[config.mk]
export PLATFORM = sky130hd
export DESIGN_NAME = ddr_rd_capture_flat
export DESIGN_NICKNAME = d
export VERILOG_FILES = /design/src/rtl/ddr_rd_capture_pkg.sv /design/src/rtl/ddr_rd_capture_if.sv /design/src/rtl/ddr_rd_capture_sync_fifo_fwft.sv /design/src/rtl/ddr_rd_capture.sv /design/src/flat_wrapper.sv
export SDC_FILE = /design/constraint.sdc
export NUM_CORES = 1
export LEC_CHECK = 0
export BUFFER_PORTS_ARGS = -buffer_cell sky130_fd_sc_hd__buf_2
export CORE_AREA = 10 10 356 358
export DETAILED_ROUTE_END_ITERATION = 10
export DIE_AREA = 0 0 366 368
export SETUP_SLACK_MARGIN = 0.3
export SLEW_MARGIN = 20
export SYNTH_ARGS = -nofsm -noshare
export SYNTH_HDL_FRONTEND = slang
export SYNTH_SLANG_ARGS = --single-unit
export TNS_END_PERCENT = 1
[constraint.sdc]
create_clock -name clk -period 4 [get_ports clk]
set_input_delay 0.2 -clock clk [delete_from_list [all_inputs] [get_ports clk]]
set_output_delay 0.2 -clock clk [all_outputs]
set_load 0.1 [all_outputs]
[src/rtl/ddr_rd_capture_pkg.sv]
// Shared types and constants for the DDR read-capture block.
// Holds the capture FSM state encoding and the MIG-style command codes.
package ddr_rd_capture_pkg;

  typedef enum logic [1:0] {
    IDLE    = 2'd0,
    CAPTURE = 2'd1,
    DRAIN   = 2'd2
  } state_t;

  localparam logic [2:0] WR_CMD = 3'b000;
  localparam logic [2:0] RD_CMD = 3'b001;

endpackage

[src/rtl/ddr_rd_capture_if.sv]
// Bus bundle between the DDR read path, the controlling logic and the sample consumer.
// The slave modport is the capture block; the master modport is whatever drives it.
interface ddr_rd_capture_if #(
  parameter int APP_DATA_WIDTH   = 64,
  parameter int N                = 64,
  parameter int DDR_TS_MAX_WIDTH = 10,
  parameter int FIFO_DEPTH       = 16
);

  logic                            init_calib_complete;
  logic                            start;
  logic [DDR_TS_MAX_WIDTH:0]       max;
  logic [APP_DATA_WIDTH-1:0]       app_rd_data;
  logic                            app_rd_data_valid;
  logic                            app_rd_data_end;
  logic [N-1:0]                    out_data;
  logic                            out_valid;
  logic                            out_ready;
  logic                            out_last;
  logic                            busy;
  logic                            done;
  logic                            overflow;
  logic [$clog2(FIFO_DEPTH):0]     fill;

  modport master (
    output init_calib_complete, start, max, app_rd_data, app_rd_data_valid,
           app_rd_data_end, out_ready,
    input  out_data, out_valid, out_last, busy, done, overflow, fill
  );

  modport slave (
    input  init_calib_complete, start, max, app_rd_data, app_rd_data_valid,
           app_rd_data_end, out_ready,
    output out_data, out_valid, out_last, busy, done, overflow, fill
  );

endinterface

[src/rtl/ddr_rd_capture_sync_fifo_fwft.sv]
// Single-clock first-word-fall-through FIFO: the head entry is always visible on o_rdata.
// A push into a full FIFO is accepted only when a pop happens on the same edge.
module sync_fifo_fwft #(
  parameter int WIDTH = 65,
  parameter int DEPTH = 16
) (
  input  logic                     clk,
  input  logic                     rst_n,
  input  logic                     i_flush,
  input  logic                     i_push,
  input  logic [WIDTH-1:0]         i_wdata,
  input  logic                     i_pop,
  output logic [WIDTH-1:0]         o_rdata,
  output logic                     o_full,
  output logic                     o_empty,
  output logic [$clog2(DEPTH):0]   o_fill
);

  localparam int AW = $clog2(DEPTH);
  localparam logic [AW:0] FULL_CNT = (AW+1)'(DEPTH);

  logic [WIDTH-1:0] r_mem [DEPTH];
  logic [AW-1:0]    r_wr_ptr;
  logic [AW-1:0]    r_rd_ptr;
  logic [AW:0]      r_fill;
  logic             w_pop_ok;
  logic             w_push_ok;

  assign o_full    = (r_fill == FULL_CNT);
  assign o_empty   = (r_fill == '0);
  assign o_fill    = r_fill;
  assign o_rdata   = r_mem[r_rd_ptr];
  assign w_pop_ok  = i_pop && !o_empty;
  assign w_push_ok = i_push && (!o_full || w_pop_ok);

  // Storage is deliberately left unreset; the head is masked by o_empty downstream.
  always_ff @(posedge clk) begin
    if (w_push_ok) begin
      r_mem[r_wr_ptr] <= i_wdata;
    end
  end

  always_ff @(posedge clk or negedge rst_n) begin
    if (!rst_n) begin
      r_wr_ptr <= '0;
      r_rd_ptr <= '0;
      r_fill   <= '0;
    end else if (i_flush) begin
      r_wr_ptr <= '0;
      r_rd_ptr <= '0;
      r_fill   <= '0;
    end else begin
      if (w_push_ok) begin
        r_wr_ptr <= r_wr_ptr + AW'(1);
      end
      if (w_pop_ok) begin
        r_rd_ptr <= r_rd_ptr + AW'(1);
      end
      case ({w_push_ok, w_pop_ok})
        2'b10:   r_fill <= r_fill + (AW+1)'(1);
        2'b01:   r_fill <= r_fill - (AW+1)'(1);
        default: r_fill <= r_fill;
      endcase
    end
  end

endmodule

[src/rtl/ddr_rd_capture.sv]
// Captures a run of DDR read beats into a FWFT FIFO and hands them to a consumer,
// tagging the final beat of the run and flagging beats lost to a full FIFO.
module ddr_rd_capture
  import ddr_rd_capture_pkg::*;
#(
  parameter int APP_DATA_WIDTH   = 64,
  parameter int N                = 64,
  parameter int DDR_TS_MAX_WIDTH = 10,
  parameter int FIFO_DEPTH       = 16
) (
  input  logic             clk,
  input  logic             rst_n,
  ddr_rd_capture_if.slave  bus
);

  localparam int MW = DDR_TS_MAX_WIDTH + 1;
  localparam int FW = $clog2(FIFO_DEPTH) + 1;

  state_t        r_state;
  logic [MW-1:0] r_max;
  logic [MW-1:0] r_beat_cnt;
  logic          r_overflow;
  logic          r_done;

  logic          w_flush;
  logic          w_beat;
  logic          w_pop;
  logic          w_push;
  logic          w_drop;
  logic          w_last_beat;
  logic          w_drain_exit;
  logic          w_full;
  logic          w_empty;
  logic [FW-1:0] w_fill;
  logic [N:0]    w_head;

  assign w_flush     = !bus.init_calib_complete;
  assign w_beat      = (r_state == CAPTURE) && bus.app_rd_data_valid;
  assign w_pop       = !w_empty && bus.out_ready;
  assign w_push      = w_beat && (!w_full || w_pop);
  assign w_drop      = w_beat && w_full && !w_pop;
  assign w_last_beat = (r_beat_cnt == r_max - MW'(1));

  // With no pushes in DRAIN, popping the sole remaining entry covers a dropped last beat.
  assign w_drain_exit = (r_state == DRAIN) && w_pop &&
                        (w_head[N] || (w_fill == FW'(1)));

  sync_fifo_fwft #(
    .WIDTH (N + 1),
    .DEPTH (FIFO_DEPTH)
  ) u_fifo (
    .clk     (clk),
    .rst_n   (rst_n),
    .i_flush (w_flush),
    .i_push  (w_push),
    .i_wdata ({w_last_beat, bus.app_rd_data[N-1:0]}),
    .i_pop   (w_pop),
    .o_rdata (w_head),
    .o_full  (w_full),
    .o_empty (w_empty),
    .o_fill  (w_fill)
  );

  always_ff @(posedge clk or negedge rst_n) begin
    if (!rst_n) begin
      r_state    <= IDLE;
      r_max      <= '0;
      r_beat_cnt <= '0;
      r_overflow <= 1'b0;
      r_done     <= 1'b0;
    end else if (w_flush) begin
      r_state    <= IDLE;
      r_max      <= '0;
      r_beat_cnt <= '0;
      r_overflow <= 1'b0;
      r_done     <= 1'b0;
    end else begin
      r_done <= 1'b0;
      case (r_state)
        IDLE: begin
          if (bus.start) begin
            r_max      <= bus.max;
            r_beat_cnt <= '0;
            r_overflow <= 1'b0;
            if (bus.max == '0) begin
              r_done <= 1'b1;
            end else begin
              r_state <= CAPTURE;
            end
          end
        end
        CAPTURE: begin
          // Every valid beat advances the count, even one the FIFO has no room for.
          if (bus.app_rd_data_valid) begin
            r_beat_cnt <= r_beat_cnt + MW'(1);
            if (w_last_beat) begin
              r_state <= DRAIN;
            end
          end
          if (w_drop) begin
            r_overflow <= 1'b1;
          end
        end
        DRAIN: begin
          if (w_drain_exit) begin
            r_state <= IDLE;
            r_done  <= 1'b1;
          end
        end
        default: r_state <= IDLE;
      endcase
    end
  end

  assign bus.out_data  = w_head[N-1:0];
  assign bus.out_valid = !w_empty;
  assign bus.out_last  = !w_empty && w_head[N];
  assign bus.busy      = (r_state != IDLE);
  assign bus.done      = r_done;
  assign bus.overflow  = r_overflow;
  assign bus.fill      = w_fill;

endmodule

[src/flat_wrapper.sv]
// flat-port wrapper written by rule: the top's interface ports become plain ports
module ddr_rd_capture_flat import ddr_rd_capture_pkg::*;
#(
  parameter int APP_DATA_WIDTH   = 64,
  parameter int N                = 64,
  parameter int DDR_TS_MAX_WIDTH = 10,
  parameter int FIFO_DEPTH       = 16
)
  (clk, rst_n, bus_init_calib_complete, bus_start, bus_max, bus_app_rd_data, bus_app_rd_data_valid, bus_app_rd_data_end, bus_out_ready, bus_out_data, bus_out_valid, bus_out_last, bus_busy, bus_done, bus_overflow, bus_fill);
  ddr_rd_capture_if #(.APP_DATA_WIDTH(APP_DATA_WIDTH), .N(N), .DDR_TS_MAX_WIDTH(DDR_TS_MAX_WIDTH), .FIFO_DEPTH(FIFO_DEPTH)) bus_i ();
  input  logic clk;
  input  logic rst_n;
  input wire logic [$bits(bus_i.init_calib_complete)-1:0] bus_init_calib_complete;
  input wire logic [$bits(bus_i.start)-1:0] bus_start;
  input wire logic [$bits(bus_i.max)-1:0] bus_max;
  input wire logic [$bits(bus_i.app_rd_data)-1:0] bus_app_rd_data;
  input wire logic [$bits(bus_i.app_rd_data_valid)-1:0] bus_app_rd_data_valid;
  input wire logic [$bits(bus_i.app_rd_data_end)-1:0] bus_app_rd_data_end;
  input wire logic [$bits(bus_i.out_ready)-1:0] bus_out_ready;
  output wire logic [$bits(bus_i.out_data)-1:0] bus_out_data;
  output wire logic [$bits(bus_i.out_valid)-1:0] bus_out_valid;
  output wire logic [$bits(bus_i.out_last)-1:0] bus_out_last;
  output wire logic [$bits(bus_i.busy)-1:0] bus_busy;
  output wire logic [$bits(bus_i.done)-1:0] bus_done;
  output wire logic [$bits(bus_i.overflow)-1:0] bus_overflow;
  output wire logic [$bits(bus_i.fill)-1:0] bus_fill;
  assign bus_i.init_calib_complete = bus_init_calib_complete;
  assign bus_i.start = bus_start;
  assign bus_i.max = bus_max;
  assign bus_i.app_rd_data = bus_app_rd_data;
  assign bus_i.app_rd_data_valid = bus_app_rd_data_valid;
  assign bus_i.app_rd_data_end = bus_app_rd_data_end;
  assign bus_i.out_ready = bus_out_ready;
  assign bus_out_data = bus_i.out_data;
  assign bus_out_valid = bus_i.out_valid;
  assign bus_out_last = bus_i.out_last;
  assign bus_busy = bus_i.busy;
  assign bus_done = bus_i.done;
  assign bus_overflow = bus_i.overflow;
  assign bus_fill = bus_i.fill;
  ddr_rd_capture #(.APP_DATA_WIDTH(APP_DATA_WIDTH), .N(N), .DDR_TS_MAX_WIDTH(DDR_TS_MAX_WIDTH), .FIFO_DEPTH(FIFO_DEPTH)) u_core (.clk(clk), .rst_n(rst_n), .bus(bus_i));
endmodule
-- Word level (Yosys, flattened, before mapping)
Memories as Yosys holds them, arrays and structs flattened.
Index checks and enable logic that the tools add are counted.
- add/subtract/negate cells: 6
- equality and inequality tests: 19
- multiplexer cells: 31
- reduce and logical (&&, ||, !) cells: 24
- operators by type and width (cell ; number):
    11-bit two-way mux ; 6
    11-bit one-hot mux with 2 select lines ; 1
    4-bit two-way mux ; 4
    2-bit two-way mux ; 6
    11-bit by 1-bit adder with 11-bit output (second input constant) ; 1
    11-bit == test ; 1
    11-bit zero test ; 1
    11-bit by 1-bit subtractor with 11-bit output (second input constant) ; 1
    1-bit logical AND ; 10
    5-bit one-hot mux with 2 select lines ; 1
    1-bit two-way mux ; 9
    3-bit by 2-bit != test with 1-bit output (second input constant) ; 3
    3-bit != test (second input constant) ; 3
    4-bit by 1-bit adder with 4-bit output (second input constant) ; 2
    2-bit by 1-bit != test with 1-bit output (second input constant) ; 4
    3-bit by 1-bit != test with 1-bit output (second input constant) ; 2
    2-bit one-hot mux with 3 select lines ; 1
    3-bit AND reduction ; 2
    5-bit by 1-bit adder with 5-bit output (second input constant) ; 1
    5-bit by 1-bit == test with 1-bit output (second input constant) ; 1
    5-bit == test (second input constant) ; 1
    5-bit zero test ; 1
    5-bit two-way mux ; 1
    5-bit AND reduction ; 1
    other kinds (9) ; 16
- flip-flop bits (word level): 39
- bits in writable memories: 1040
- input bits: 82
- output and inout port bits: 74
- memories: 1
- memories (name ; words ; width ; read ports ; clocked after Yosys merged registers in ; write ports ; line ; RTL):
    u_core.u_fifo.r_mem ; 16 ; 65 ; 1 ; 0 ; 1 ; ddr_rd_capture_sync_fifo_fwft.sv:22 ; logic [WIDTH-1:0] r_mem [DEPTH];

-- Depth between registers and ports, before layout
Gate-level depths: netlist of run 1.
- depth after elaboration: 9
- depth in mapped cells: 9
- mapped depth without buffers: 7

-- Modules after synthesis
Synthesis of run 1 repeated with hierarchy kept, for this count alone.
- cell total of the unflattened synthesis: 1916
- area total of the unflattened synthesis: 41483.5 µm²
- modules (own cells, without submodules) (module ; instances ; cells each ; area each (µm²) ; seq. area each (µm²)):
    sync_fifo_fwft ; 1 ; 1702 ; 39736.9 ; 31555.3
    ddr_rd_capture ; 1 ; 214 ; 1746.7 ; 650.6

-- Worst setup path before layout of run 1
No wires, ideal clock.
- path type: register to register
- start: reg u_core.u_fifo.r_fill[1], in the netlist u_core.u_fifo.o_fill[1]
- end: mem u_core.u_fifo.r_mem[4][0] (enable)
- arrival time: 3.747 ns
- required time: 3.570 ns
- slack: -0.178 ns
- stages on the path, launching flop included: 9
- buffers on the path: 1
- clock period less this slack: 4.178 ns
- cells stage by stage: dfrtp_1 inv_1 ha_1 or3b_2 o21a_1 buf_2 nand2_1 nor2_1 and2_1
- longest elaborated chain between the ends: 8
- RTL lines (what ; line ; RTL):
    from (decl) ; ddr_rd_capture_sync_fifo_fwft.sv:25 ; logic [AW:0] r_fill;
    from (signal assigned) ; ddr_rd_capture_sync_fifo_fwft.sv:60 ; 2'b10: r_fill <= r_fill + (AW+1)'(1);
    from (signal assigned) ; ddr_rd_capture_sync_fifo_fwft.sv:61 ; 2'b01: r_fill <= r_fill - (AW+1)'(1);
    from (signal assigned) ; ddr_rd_capture_sync_fifo_fwft.sv:62 ; default: r_fill <= r_fill;
    5-bit zero test ; ddr_rd_capture_sync_fifo_fwft.sv:30 ; assign o_empty = (r_fill == '0);
    1-bit zero test ; ddr_rd_capture_sync_fifo_fwft.sv:33, ddr_rd_capture.sv:39 ;
    1-bit logical AND ; ddr_rd_capture.sv:39 ; assign w_pop = !w_empty && bus.out_ready;
    1-bit logical OR / 1-bit logical AND (equally long branches) ; ddr_rd_capture.sv:40, ddr_rd_capture_sync_fifo_fwft.sv:33 ;
    1-bit logical AND / 1-bit logical OR (equally long branches) ; ddr_rd_capture.sv:40, ddr_rd_capture_sync_fifo_fwft.sv:34 ;
    1-bit logical AND * ; ddr_rd_capture_sync_fifo_fwft.sv:34 ; assign w_push_ok = i_push && (!o_full || w_pop_ok);
    1-bit two-way mux * ; ddr_rd_capture_sync_fifo_fwft.sv:38 ; if (w_push_ok) begin
    1-bit two-way mux (not written as such) * ; ddr_rd_capture_sync_fifo_fwft.sv:39 ; r_mem[r_wr_ptr] <= i_wdata;
    to (decl) ; ddr_rd_capture_sync_fifo_fwft.sv:22 ;
Mark *: on every way between the ends. The rest lies on a longest branch, timed or not.

-- Worst setup path after layout of run 1
- start: reg u_core.u_fifo.r_rd_ptr[0]
- end: out bus_out_data[35]
- longest elaborated chain between the ends: 1
- RTL lines (what ; line ; RTL):
    from (decl) ; ddr_rd_capture_sync_fifo_fwft.sv:24 ; logic [AW-1:0] r_rd_ptr;
    from (signal assigned) ; ddr_rd_capture_sync_fifo_fwft.sv:57 ; r_rd_ptr <= r_rd_ptr + AW'(1);
    memory read 16 x 65 bit ; -- ;
    to (decl) ; flat_wrapper.sv:20 ; output wire logic [$bits(bus_i.out_data)-1:0] bus_out_data;
No other way between the ends.

==> results.sh, run 1 <==
export IMPL_n_fill_cell=10300
export IMPL_antenna_found_initial=8
export IMPL_ys_types=59
export IMPL_required_ns=3.80
export IMPL_period_needed_ns=3.51
export IMPL_drt_iter0_markers=1612
export IMPL_synth_edf_count=1040
export IMPL_start_util_pct=34.8
export IMPL_fin_ws_ns=0.488
export IMPL_ys_seq_area_share_pct=77.5
export IMPL_synth_avg_cell_area_sq_um=23.7
export IMPL_grt_pass1_vias=20700
export IMPL_fin_cells=3776
export IMPL_synth_seq_cells=1079
export IMPL_critPathKind="flip-flop to output pin"
export IMPL_drt_met1_wl_mm=39.5
export IMPL_synthArstFlopShare_pct=3.61
export IMPL_cts_buffer_depth=3
export IMPL_via_count=19200
export IMPL_synth_warnings=0
export IMPL_drive_above_1_share_pct=33.7
export IMPL_worstReg2RegStart="u_core.u_fifo.o_fill[1]"
export IMPL_crit_path_end_kind="output pin"
export IMPL_top_layer_used="met5"
export IMPL_slew_headroom_pct=37.6
export IMPL_dieArea_sq_um=135000
export IMPL_ff2ff_path_depth=7
export IMPL_r2r_end="u_core.u_fifo.r_mem[9][52]"
export IMPL_tightest_slew_ns=0.936
export IMPL_place_inst=3482
export IMPL_routedWlPerCell_um=25.3
export IMPL_port_buffers=154
export IMPL_yosys_area_top_type="edfxtp_1"
export IMPL_routabilityCongestion=0.772
export IMPL_place_hpwl_mm=52.0
export IMPL_die_h_um=368
export IMPL_clk_latency_ns=0.69
export IMPL_syn2layout_area_growth_pct=18.4
export IMPL_final_area_sq_um=49200
export IMPL_crit_fanout=15
export IMPL_ir_drop_mv=0.454
export IMPL_p_per_area_nw_per_um2=598
export IMPL_cts_max_level=3
export IMPL_finalSetupViolCount=0
export IMPL_numCtsBuffers=109
export IMPL_p_leak_nw=15.3
export IMPL_hold_ws_ns=0.174
export IMPL_cts_sinks=1079
export IMPL_cts_tree="built"
export IMPL_yosysTopAreaCellShare_pct=75.1
export IMPL_worst_setup_path_start_kind="flip-flop"
export IMPL_first_pass_iters=5
export IMPL_synth_top_cells_by_count="edfxtp_1, mux4_2, nand2_1"
export IMPL_io_pins=156
export IMPL_synth_net_count=1843
export IMPL_synth_area_leaders="edfxtp_1, mux4_2, dfrtp_1, nand2_1, xnor2_1"
export IMPL_skew_ns=0.0221
export IMPL_synthesis_area_sq_um=41600
export IMPL_final_period_utilization_pct=87.8
export IMPL_drc=0
export IMPL_nets=2167
export IMPL_p_total_mw=29.4
export IMPL_met2_length_mm=49.8
export IMPL_grt_max_degree=91
export IMPL_track_usage_pct=14.0
export IMPL_max_freq_mhz=285
export IMPL_rrSetupSlack_ns=0.85
export IMPL_status="complete, no violations"
export IMPL_clkTransAtPathRegs_ns=0.07
export IMPL_dpl_instance_area_sq_um=44800
export IMPL_design_core_area_sq_um=119000
export IMPL_met3_length_mm=4.44
export IMPL_hp_class="primary input to asynchronous set/reset pin"
export IMPL_dp_slack_ns=0.827
export IMPL_grt_setup_unrepaired="false"
export IMPL_drv_cap=0
export IMPL_crit_arrival_ns=3.31
export IMPL_hold_viol_final=0
export IMPL_routed_via_density=5.09
export IMPL_grt_overflow=0
export IMPL_rows=127
export IMPL_yosys_cell_count_top_type="edfxtp_1"
export IMPL_final_max_slew_viol_count=0
export IMPL_die_x_um=366
export IMPL_wirelength_mm=95.5
export IMPL_synthCells=1751
export IMPL_root_buffer="clkbuf_16"
export IMPL_route_antenna_remaining_nets=0
export IMPL_yosys_most_used_dff="edfxtp_1"
export IMPL_grt_first_pass_wirelength_mm=141
[critical path, cell delays in order (launching register included)]
cell	delay, ns
dfrtp_4	0.74
buf_12	0.24
buf_4	0.26
mux4_2	0.53
mux4_2	0.52
buf_2	0.32
[cell usage in the layout, fill, tap and decap left out, drive strengths merged, types with 5 or more instances in the layout]
master | Yosys | final
ha | 10 | 10
nor4 | 8 | 8
bufinv | 0 | 8
xor2 | 10 | 10
a21boi | 12 | 12
edfxtp | 1040 | 1040
nor2 | 21 | 21
a21oi | 9 | 9
and2 | 18 | 18
xnor2 | 19 | 19
clkinv | 1 | 55
nand3 | 5 | 5
dlygate4sd3 | 0 | 93
inv | 10 | 15
buf | 51 | 211
nand4 | 9 | 9
dfrtp | 39 | 39
o21ai | 7 | 7
clkbuf | 40 | 126
mux4 | 324 | 324
and4 | 5 | 5
nand2 | 48 | 48
nor3 | 13 | 13
[sequential cells by signal (all words and copies together) (netlist names)]
signal and cells:
u_core.u_fifo.r_mem 1040, u_core.r_beat_cnt 11, u_core.r_max 11, u_core.u_fifo.o_fill 5, u_core.u_fifo.r_rd_ptr 4, u_core.u_fifo.r_wr_ptr 4, u_core.r_state 2, u_core.bus.done 1
u_core.bus.overflow 1
[power by group]
part | internal, mW | switching [mW]
registers | 12.5 | 0.161
logic | 2.67 | 4.31
clock network | 5.60 | 4.23
total | 20.7 | 8.70
[area by class of cell]
cell class / count / area [sq um] / area share (%)
multi-input cells: 570 / 8930 / 18.1
well taps: 1612 / 2020 / 4.10
repair buffers: 304 / 2540 / 5.17
clock buffers: 126 / 2830 / 5.76
flip-flops and latches: 1079 / 32200 / 65.5
diodes: 3 / 7.51 / 0.0153
inverters: 11 / 41.3 / 0.0839
clock inverters: 71 / 623 / 1.27
[through the flow]
step	util, %	setup TNS [ns]
after global routing	41.2	0
after global placement	37.5	0
after detailed placement	37.5	0
after CTS	41.2	0
final	41.2	0
after floorplan	-	-80.79
[worst max-delay path by stage]
stage	start	cells past startpoint	endpoint	slack, ns
after detailed placement	u_core.u_fifo.o_fill[1]	7	u_core.u_fifo.r_mem[9][53]	0.83
after global placement	u_core.u_fifo.o_fill[0]	7	u_core.u_fifo.r_mem[9][63]	0.94
final	u_core.u_fifo.r_rd_ptr[0]	5	bus_out_data[35]	0.49
after CTS	u_core.u_fifo.r_rd_ptr[0]	4	bus_out_data[43]	0.30
after global routing	u_core.u_fifo.r_rd_ptr[0]	5	bus_out_data[50]	0.30
after floorplan	u_core.u_fifo.o_fill[1]	8	u_core.u_fifo.r_mem[5][0]	-0.18
[what timing repair did]
action                                  4_1_cts  5_1_grt
buffers inserted                              1        0
gates resized for setup                       1        1
gates cloned                                  0        0
endpoints found under the setup margin       25        4
hold buffers                                 93        0
hold endpoints to repair                   1086        0
[per-layer routing]
metal  vias to the layer above  global-route usage (%)
li1                       8145                       -
met1                     10400                    18.0
met2                       512                    24.4
met3                       132                    2.61
met4                         4                    3.34
met5                         -                       0
[kinds of logic after synthesis]
group / count (synthesis) / synth area share, %
buffers and inverters: 102 / 1.14
XOR/XNOR: 29 / 0.611
flip-flops: 1079 / 77.5
AND/OR/NAND/NOR: 150 / 1.88
AO/OA/AOI/OAI: 52 / 0.906
multiplexers: 329 / 17.7
adder cells (fa/ha/maj): 10 / 0.301
(Power assumes the default switching activity.)
==> run 2, diff against run 1 <==
==> constraint.sdc (replaced) <==
create_clock -name clk -period 3.76 [get_ports clk]
set_input_delay 0.564 -clock clk [delete_from_list [all_inputs] [get_ports clk]]
set_output_delay 0.564 -clock clk [all_outputs]
set_load 0.1 [all_outputs]
==> run 2 against run 1 <==
Net effect:
- sequential share of layout area shrank 0.75 points
- first-iteration DRC count rose by 4.3%
- critical path depth rose by 2
- count of clock-buffer cells in the layout did not move
- critical path type unchanged
- register-to-register slack got worse by 0.25 ns
- global-route usage grew 0.34 points
- largest power group unchanged
- sequential power increased by 6%
- largest cell class unchanged
- power grew 13%
==> results.sh, run 2 (synthesis gave the netlist of run 1 again) <==
export IMPL_met3_length_mm=5.12
export IMPL_final_area_sq_um=49800
export IMPL_worst_setup_path_start_kind="flip-flop"
export IMPL_clk_latency_ns=0.70
export IMPL_wirelength_mm=97.9
export IMPL_met2_length_mm=51.1
export IMPL_track_usage_pct=14.3
export IMPL_status="complete, no violations"
export IMPL_tns_ns=0
export IMPL_dieArea_sq_um=135000
export IMPL_numCtsBuffers=112
export IMPL_cp_common_cell="buf_12"
export IMPL_nets=2122
export IMPL_cts_max_level=3
export IMPL_die_h_um=368
export IMPL_drt_met1_wl_mm=39.9
export IMPL_root_buffer="clkbuf_16"
export IMPL_drt_iter0_markers=1682
export IMPL_slew_headroom_pct=39.3
export IMPL_cp_num_buf_inv=5
export IMPL_cts_buffer_depth=3
export IMPL_hp_class="primary input to flip-flop"
export IMPL_p_leak_nw=15.5
export IMPL_routabilityCongestion=0.765
export IMPL_routedWlPerCell_um=26.2
export IMPL_grt_max_degree=66
export IMPL_dpl_instance_area_sq_um=45100
export IMPL_port_buffers=154
export IMPL_antenna_found_initial=26
export IMPL_crit_chain="buf_12 -> buf_6 -> buf_12 -> buf_16 -> mux4_2 -> mux4_2 -> buf_12"
export IMPL_p_int_mw=23.5
export IMPL_crit_fanout=6
export IMPL_worstReg2RegStart="u_core.u_fifo.o_fill[1]"
export IMPL_die_x_um=366
export IMPL_max_stage_delay_ns=0.55
export IMPL_grt_overflow=0
export IMPL_cts_tree="built"
export IMPL_drc=0
export IMPL_grt_setup_unrepaired="true"
export IMPL_crit_family="multiplexers"
export IMPL_route_antenna_remaining_nets=0
export IMPL_via_count=19400
export IMPL_io_pins=156
export IMPL_max_freq_mhz=283
export IMPL_routed_via_density=5.19
export IMPL_top_layer_used="met5"
export IMPL_worstHoldStart="bus_max[1]"
export IMPL_netSwitchingPower_mw=9.69
export IMPL_largest_register_ff_count=1040
export IMPL_p_per_area_nw_per_um2=666
export IMPL_reg_largest_list="u_core.u_fifo.r_mem: 1040 flops, u_core.r_beat_cnt: 11 flops, u_core.r_max: 11 flops"
export IMPL_final_max_slew_viol_count=0
export IMPL_p_sw_share_pct=29.2
export IMPL_crit_arrival_ns=2.97
export IMPL_regMostFlops="u_core.u_fifo.r_mem"
export IMPL_required_ns=3.20
export IMPL_seqPwrFrac_pct=40.3
export IMPL_drive_above_1_share_pct=36.6
export IMPL_layout_common_cells="edfxtp_1, mux4_2, clkbuf_16"
export IMPL_skew_ns=0.0292
export IMPL_grt_pass1_vias=20700
export IMPL_cts_sinks=1079
export IMPL_first_pass_iters=5
export IMPL_final_period_utilization_pct=94.1
export IMPL_place_hpwl_mm=53.4
export IMPL_hold_ws_ns=0.145
export IMPL_final_common_cell="edfxtp_1"
export IMPL_syn2layout_area_growth_pct=19.8
export IMPL_clock_power_share_pct=33.3
export IMPL_grt_first_pass_wirelength_mm=144
export IMPL_drv_cap=0
export IMPL_clkTransAtPathRegs_ns=0.06
export IMPL_critPathKind="flip-flop to output pin"
export IMPL_tightest_slew_ns=0.911
export IMPL_crit_path_start="u_core.u_fifo.r_rd_ptr[0]"
export IMPL_crit_path_end_kind="output pin"
export IMPL_start_util_pct=34.8
export IMPL_ir_drop_mv=0.562
export IMPL_design_core_area_sq_um=119000
export IMPL_rows=127
export IMPL_crit_slowest_cell="dfrtp_4"
export IMPL_hold_viol_final=0
export IMPL_p_comb_share_pct=26.4
export IMPL_finalSetupViolCount=0
export IMPL_period_needed_ns=3.54
==> run 2: final timing paths <==
path                                                    to  slack, ns  cells after the start
worst max-delay path                      bus_out_data[19]       0.22                      7
worst max register to register  u_core.u_fifo.r_mem[3][37]       0.60                      7
max in group asynchronous        u_core.u_fifo.r_rd_ptr[0]       2.53                      2
worst min-delay path                       u_core.r_max[1]       0.14                      3
worst min register to register         u_core.bus.overflow       0.51                      2
min in group asynchronous          u_core.u_fifo.o_fill[3]       0.56                      2
==> run 2: through the flow <==
step	instances	power [mW]	utilization, %	worst slack [ns]
2_1_floorplan	1751	19.6	-	-0.348
3_3_place_gp	3495	21.2	37.8	0.624
3_5_place_dp	3495	21.3	37.8	0.606
4_1_cts	3733	33.6	41.7	0.155
5_1_grt	3734	34.3	41.7	0.144
6_report	3736	33.1	41.7	0.222
==> run 2: worst min-delay path, cell delays in order <==
cell and delay, ns:
buf_2 0.11, nand2_1 0.05, a21boi_0 0.06
==> run 2: what timing repair did <==
item                                   in CTS  in global routing
endpoints found under the hold margin      26                  0
cloned                                     11                  0
setup endpoints to repair                  61                 65
hold buffers                                1                  0
buffers inserted                           21                  0
pin swaps                                   0                  0
gates resized for setup                   135                  5
==> run 2: cell type report <==
| cell class | count | area, sq um |
|---|---|---|
| diodes | 3 | 7.51 |
| clock buffers | 126 | 2860 |
| clock inverters | 79 | 843 |
| fillers | 10200 | 69500 |
| inverters | 11 | 41.3 |
| multi-input cells | 570 | 8930 |
| flip-flops and latches | 1079 | 32200 |
| well taps | 1612 | 2020 |
| repair buffers | 256 | 2880 |
==> run 2: power by group through the flow <==
| stage | sequential [mW] | combinational (mW) | clock (mW) |
|---|---|---|---|
| after floorplan | 13.7 | 5.92 | 0 |
| after global placement | 13.6 | 7.55 | 0 |
| after detailed placement | 13.6 | 7.63 | 0 |
| after CTS | 13.4 | 8.91 | 11.3 |
| after global routing | 13.4 | 9.21 | 11.8 |
| final | 13.4 | 8.74 | 11.0 |
==> run 2: layer usage <==
| metal | track usage (%) | up-vias |
|---|---|---|
| met5 | 0 | - |
| met4 | 3.31 | 14 |
| met3 | 2.50 | 156 |
| met2 | 25.1 | 587 |
| met1 | 18.5 | 10500 |
| li1 | - | 8081 |
